--- config.mk ---
export PLATFORM = sky130hd
export DESIGN_NAME = stream_mux_rr_flat
export DESIGN_NICKNAME = d
export VERILOG_FILES = /design/src/rtl/stream_mux_rr_if.sv /design/src/rtl/stream_mux_rr.sv /design/src/flat_wrapper.sv
export SDC_FILE = /design/constraint.sdc
export NUM_CORES = 1
export LEC_CHECK = 0
export CORE_AREA = 2 2 58 81
export DETAILED_ROUTE_END_ITERATION = 7
export DIE_AREA = 0 0 60 83
export PLACE_DENSITY_LB_ADDON = 0.15
export SYNTH_ARGS = -nofsm -noshare
export SYNTH_HDL_FRONTEND = slang
export SYNTH_SLANG_ARGS = --single-unit
--- constraint.sdc ---
create_clock -name clk -period 7.3 [get_ports clk]
set_input_delay 0.73 -clock clk [delete_from_list [all_inputs] [get_ports clk]]
set_output_delay 0.73 -clock clk [all_outputs]
set_load 0.02 [all_outputs]
--- src/rtl/stream_mux_rr_if.sv ---
// Stream mux bus: N_CH valid/ready input channels plus one registered output stream.
interface stream_mux_rr_if #(
  parameter int unsigned N_CH = 8,
  parameter int unsigned DW   = 1
);
  localparam int unsigned SEL_W = $clog2(N_CH);

  logic                 mode;
  logic [SEL_W-1:0]     sel;
  logic [N_CH*DW-1:0]   in_data;
  logic [N_CH-1:0]      in_valid;
  logic [N_CH-1:0]      in_ready;
  logic [DW-1:0]        out_data;
  logic                 out_valid;
  logic                 out_ready;
  logic [SEL_W-1:0]     out_ch;

  // Driver side: sources, select control and the sink's ready.
  modport master (
    output mode, sel, in_data, in_valid, out_ready,
    input  in_ready, out_data, out_valid, out_ch
  );

  // Mux side.
  modport slave (
    input  mode, sel, in_data, in_valid, out_ready,
    output in_ready, out_data, out_valid, out_ch
  );
endinterface

--- src/rtl/stream_mux_rr.sv ---
// N-channel registered stream mux: fixed select (mode 0) or round-robin (mode 1).
module stream_mux_rr #(
  parameter int unsigned N_CH = 8,
  parameter int unsigned DW   = 1
) (
  input  logic          clk,
  input  logic          rst,
  stream_mux_rr_if.slave bus
);
  localparam int unsigned SEL_W = $clog2(N_CH);

  logic                 out_valid_q;
  logic [DW-1:0]        out_data_q;
  logic [SEL_W-1:0]     out_ch_q;
  logic [SEL_W-1:0]     rr_ptr_q;

  logic                 load_c;
  logic                 rr_hit_c;
  logic [SEL_W-1:0]     rr_ch_c;
  logic [SEL_W-1:0]     rr_idx_c;
  logic                 chosen_c;
  logic [SEL_W-1:0]     ch_c;
  logic                 grant_c;
  logic                 vsel_c;
  logic                 xfer_c;
  logic [DW-1:0]        data_c;
  logic [N_CH-1:0]      in_ready_c;

  // The output slot is free when empty or draining this cycle.
  assign load_c = !out_valid_q || bus.out_ready;

  // Round-robin scan: first valid channel after the last one served.
  always_comb begin
    rr_hit_c = 1'b0;
    rr_ch_c  = '0;
    rr_idx_c = '0;
    for (int unsigned k = 1; k <= N_CH; k++) begin
      rr_idx_c = SEL_W'((32'(rr_ptr_q) + k) % N_CH);
      if (!rr_hit_c && bus.in_valid[rr_idx_c]) begin
        rr_hit_c = 1'b1;
        rr_ch_c  = rr_idx_c;
      end
    end
  end

  // Channel choice; an out-of-range sel chooses nothing.
  always_comb begin
    ch_c     = bus.sel;
    chosen_c = 32'(bus.sel) < N_CH;
    if (bus.mode) begin
      ch_c     = rr_ch_c;
      chosen_c = rr_hit_c;
    end
  end

  assign grant_c = !rst && chosen_c && load_c;

  // Per-channel steering: data/valid of the chosen channel and its ready.
  always_comb begin
    data_c     = '0;
    vsel_c     = 1'b0;
    in_ready_c = '0;
    for (int unsigned i = 0; i < N_CH; i++) begin
      if (ch_c == SEL_W'(i)) begin
        data_c        = bus.in_data[i*DW +: DW];
        vsel_c        = bus.in_valid[i];
        in_ready_c[i] = grant_c;
      end
    end
  end

  assign xfer_c = grant_c && vsel_c;

  // Output register and round-robin pointer; a beat held at reset is dropped.
  always_ff @(posedge clk or posedge rst) begin
    if (rst) begin
      out_valid_q <= 1'b0;
      out_data_q  <= '0;
      out_ch_q    <= '0;
      rr_ptr_q    <= SEL_W'(N_CH - 1);
    end else if (xfer_c) begin
      out_valid_q <= 1'b1;
      out_data_q  <= data_c;
      out_ch_q    <= ch_c;
      rr_ptr_q    <= ch_c;
    end else if (out_valid_q && bus.out_ready) begin
      out_valid_q <= 1'b0;
    end
  end

  assign bus.in_ready  = in_ready_c;
  assign bus.out_valid = out_valid_q;
  assign bus.out_data  = out_data_q;
  assign bus.out_ch    = out_ch_q;
endmodule

--- src/flat_wrapper.sv ---
// flat-port wrapper written by rule: the top's interface ports become plain ports
module stream_mux_rr_flat 
#(
  parameter int unsigned N_CH = 8,
  parameter int unsigned DW   = 1
)
  (clk, rst, bus_mode, bus_sel, bus_in_data, bus_in_valid, bus_out_ready, bus_in_ready, bus_out_data, bus_out_valid, bus_out_ch);
  stream_mux_rr_if #(.N_CH(N_CH), .DW(DW)) bus_i ();
  input  logic clk;
  input  logic rst;
  input wire logic [$bits(bus_i.mode)-1:0] bus_mode;
  input wire logic [$bits(bus_i.sel)-1:0] bus_sel;
  input wire logic [$bits(bus_i.in_data)-1:0] bus_in_data;
  input wire logic [$bits(bus_i.in_valid)-1:0] bus_in_valid;
  input wire logic [$bits(bus_i.out_ready)-1:0] bus_out_ready;
  output wire logic [$bits(bus_i.in_ready)-1:0] bus_in_ready;
  output wire logic [$bits(bus_i.out_data)-1:0] bus_out_data;
  output wire logic [$bits(bus_i.out_valid)-1:0] bus_out_valid;
  output wire logic [$bits(bus_i.out_ch)-1:0] bus_out_ch;
  assign bus_i.mode = bus_mode;
  assign bus_i.sel = bus_sel;
  assign bus_i.in_data = bus_in_data;
  assign bus_i.in_valid = bus_in_valid;
  assign bus_i.out_ready = bus_out_ready;
  assign bus_in_ready = bus_i.in_ready;
  assign bus_out_data = bus_i.out_data;
  assign bus_out_valid = bus_i.out_valid;
  assign bus_out_ch = bus_i.out_ch;
  stream_mux_rr #(.N_CH(N_CH), .DW(DW)) u_core (.clk(clk), .rst(rst), .bus(bus_i));
endmodule
### Yosys cells after proc, flatten, opt, wreduce, memory -nomap -nowiden

Cells that the tools add are included.
W data, S select, Z words.

* add/subtract/negate cells: 8
* $lt $le $gt $ge: 8
* equal/unequal tests: 7
* multiplexer cells: 60
* reductions and logical operators: 23

Operators by type and width (number)
* $mux W1: 43
* $lt A3 B4 Y1 const B: 8
* $mux W3: 9
* $bmux W1 S3: 8
* $add A3 B3 Y3 const B: 4
* $eq A3 B3 Y1 const B: 4
* $logic_and A1 B1 Y1: 11
* $logic_not A1 Y1: 9
* $add A3 B1 Y3 const B: 2
* $add A3 B2 Y3 const B: 2
* $eq A3 B2 Y1 const B: 2
* $eq A3 B1 Y1 const B: 1
* $logic_not A3 Y1: 1
* $reduce_bool A2 Y1: 1
* $logic_or A1 B1 Y1: 1

* bits in registers: 8
* output and inout bits: 13

### Longest topological paths before layout

* depth in word-level cells: 37
* gate-level depth with buffers: 17
* depth with buffers taken out: 12

### Worst setup path before layout

OpenSTA, ideal clock, no wires.

* path kind: reg2out
* start point: register u_core.rr_ptr_q[1]
* end point: output port bus_in_ready[2]
* arrival: 3673 ps
* slack: 2897 ps
* stages on the path, launching flop included: 15
* buffers on the path: 3
* path through: dfstp_2 buf_4 buf_6 inv_1 ha_1 buf_2 mux2_1 nor3_1 a221oi_4 nor3_2 a31o_1 a31oi_1 a311oi_2 nand3_1 nor3_1

* cells in the longest elaborated chain, start to end: 29
* elaborated cells on any way between the ends: 60
* those cells by class: add/sub: 8; eq/ne: 1; mux: 35; reduce/logical: 16

RTL lines
* start: declaration: RTL line stream_mux_rr.sv:15 `logic [SEL_W-1:0] rr_ptr_q;`
* start signal: assignment: RTL line stream_mux_rr.sv:80 `rr_ptr_q <= SEL_W'(N_CH - 1);`
* start signal: assignment: RTL line stream_mux_rr.sv:85 `rr_ptr_q <= ch_c;`
* branches (longest 28 deep; another with $add A3 B1 Y3)
* $mux W1 *: RTL line stream_mux_rr.sv:64 `if (ch_c == SEL_W'(i)) begin`
* end: declaration: RTL line flat_wrapper.sv:16 `output wire logic [$bits(bus_i.in_ready)-1:0] bus_in_ready;`

Mark *: on every way between the ends. The select of a mux whose other input is x is not followed.

### Worst setup path after layout

Ends and elaborated chain as after synthesis.

==> run metrics <==
Crit path buffers/inverters=2; area of the multi-input gates=between 0.001 and 0.0015 mm2; Fillers=roughly 440; Num CTS Buffers=3; Critical Path End Type=output pin; Peak supply drop=roughly 0.26 mV; Rel. slew slack=a little under half; first-pass iteration count of the detailed router=4; Synthesized Nets=between 150 and 200; initial antenna violation count=0; Critical Path AT=just under 5 ns; die width=60 um; DIE HEIGHT=around 83 um; Worst Tran Pin Value=roughly 0.79 ns; leading area contributor after synthesis=mux4_2; # H-tree levels=1; die area=~0.0050 mm2; IO Count=36; Lkg Pwr=approximately 0.00076 uW; WS Path Type=register to output pin; CTS tree=done; WL per Instance=about 18 um; Design Power=~1100 uW; share of the synthesized area in the top cell type=between 15 and 20%; overall routed net length=4460 um; slowest CP cell=dfstp_2; Layout Cells excl Fill=around 250; Max Buffers Root-to-Sink=2; postcts setup bufs=0; Worst Path Required=between 6 and 7 ns; via count=approximately 1500; Place WS=~1.9 ns; Async S/R FF share, synth=between 90% and 100%; Placed Cells=250; Via density=~5.9; skew final=0.00371 ns; overflow left after global routing=0; Post-CTS Resized=0; synthesized area per cell=between 9 and 10 um2; Layout Nets=220; # port buffers=35; vias in the first global route=about 1600; Synth Warn #=0; Cell Rows=28; CP max stage delay=around 0.78 ns; clk_lat worst skew=roughly 0.23 ns; EDFF count, synth=0; Setup crit start kind=register; part of the Yosys area used for sequential elements=about 13%; Cells after Synth=166; layout cells sized above 1=between 10% and 20%; Reg area=about 200 um2; CTS Root Cell=clkbuf_8; critical path's top delay family=compound AO/OA/AOI/OAI gates; area added between synthesis and finish=24.4%; Pwr per Cell Area=between 500 and 600 mW/mm2; first-pass GRT wire length=a little under 8000 um; Worst R2R Setup Slack=about 2.4 ns; hold_ws=a little over 0.5 ns; Final Max Slew Viols=0; TNS Setup=0 ns; GRT Resource Usage Total=roughly 20%; #FFs+latches synth=8; RSZ-0062 raised after global routing=no; Synth cell types=52; drt drc=0; Reg clk slew, reported paths=around 0.04 ns; Final Hold Fails=0; max-cap violations=0; top cells by count, synth=20 x mux2i_1, 17 x nor2_1, 12 x mux4_2, 11 x nand2_1, 7 x inv_1; Netlist Area Pre-Place=around 0.0016 mm2; FMAX=approximately 180 MHz; Most used DFF post-synth=dfrtp_1; antenna-violating nets left=0; hold buffers post-CTS=0; hold crit path type=register to register; dpl hpwl=~3500 um; Initial Util=a little under two fifths; final setup fails=0; outcome=completed; DR iter-0 viols=between 70 and 80; cell with the most instances after synthesis=mux2i_1; Critical Path, Cell by Cell=inv_1, ha_1, nor2b_1, a211oi_1, a221oi_4, nor3_2, a31o_1, a31oi_1, a311oi_2, nand3_1, nor3_1, clkdlybuf4s50_1; CTS Sinks=8; Tcrit/Tclk final=roughly 76%; Max FO, Critical Path=17; largest cells by area after synthesis=mux4_2 17%, mux2i_1 13%, dfrtp_1 7.8%, dfstp_2 4.9%, nor2_1 4.0%; largest net degree at the start of global routing=20; Diodes inserted=0; Core ar.=between 0.004 and 0.005 mm2; GP Congestion=approximately 0.9; min Tclk post-route=around 5.6 ns; fin worst setup slack=approximately 1.7 ns
metal layers:
| layer | vias up | global-route usage [%] | share of wire [%] |
|---|---|---|---|
| li1 | 676 | - | - |
| met1 | 714 | 23.1 | 36 |
| met2 | 80 | 34.1 | 54 |
| met3 | 23 | 2.18 | 5.3 |
| met4 | 0 | 10.9 | 5.2 |
| met5 | - | 0 | 0 |
cell families (layout without fill, tap and decap cells):
kind of cell	after synthesis	after routing	synth area share (%)
buffers and inverters	19	47	6.89
adder cells (fa/ha/maj)	2	2	1.57
AND/OR/NAND/NOR	55	55	18.1
flip-flops	8	8	12.8
multiplexers	46	46	41.1
AO/OA/AOI/OAI	32	32	16.9
XOR/XNOR	4	4	2.66
worst register-to-register path, stage by stage, from the launching register on:
cell	delay, ns
dfstp_2	0.78
inv_1	0.19
ha_1	0.64
mux2i_1	0.22
mux2_4	0.32
a221oi_4	0.46
nor3_2	0.13
a21boi_1	0.18
o32ai_4	0.72
mux2i_1	0.27
mux2i_1	0.11
o211a_1	0.38
mux2_4	0.35
path summary, 6_finish.rpt:
path	cells past startpoint	end	start
max	12	bus_in_ready[2]	u_core.rr_ptr_q[1]
min	1	u_core.bus.out_data	u_core.bus.out_data
max reg2reg	12	u_core.bus.out_data	u_core.rr_ptr_q[1]
min reg2reg	1	u_core.bus.out_data	u_core.bus.out_data
max in group asynchronous	2	u_core.rr_ptr_q[2]	rst
min in group asynchronous	2	u_core.bus.out_ch[2]	rst
placed cells by master, fill, tap and decap left out, types with 6 or more instances in the layout:
| cell type | count |
|---|---|
| nand2_1 | 11 |
| nand2b_1 | 6 |
| nor2_1 | 17 |
| mux2i_1 | 20 |
| inv_1 | 7 |
| mux4_2 | 12 |
| clkdlybuf4s50_1 | 35 |
| nor3_1 | 6 |
metrics by stage:
stage	instance area, um2	util, %
after CTS	1990	46.9
after floorplan	1600	-
after global placement	1940	45.8
after global routing	1990	46.9
after detailed placement	1940	45.8
final	1990	46.9
registers in the layout (all words and copies together) (netlist names):
register and count:
u_core.bus.out_ch 3, u_core.bus.out_data 1, u_core.bus.out_valid 1, u_core.rr_ptr_q 3
layout make-up:
cell class,count,area share [%]
multi-input cells,139,64.6
inverters,8,1.51
well taps,60,3.78
repair buffers,35,17.6
flip-flops and latches,8,10.3
clock buffers,4,2.27
power by group:
group	switching [uW]	internal (uW)
Sequential	66.6	77.3
Clock	19.0	38.0
Combinational	487	441
Power figures use the tool's default switching activity.
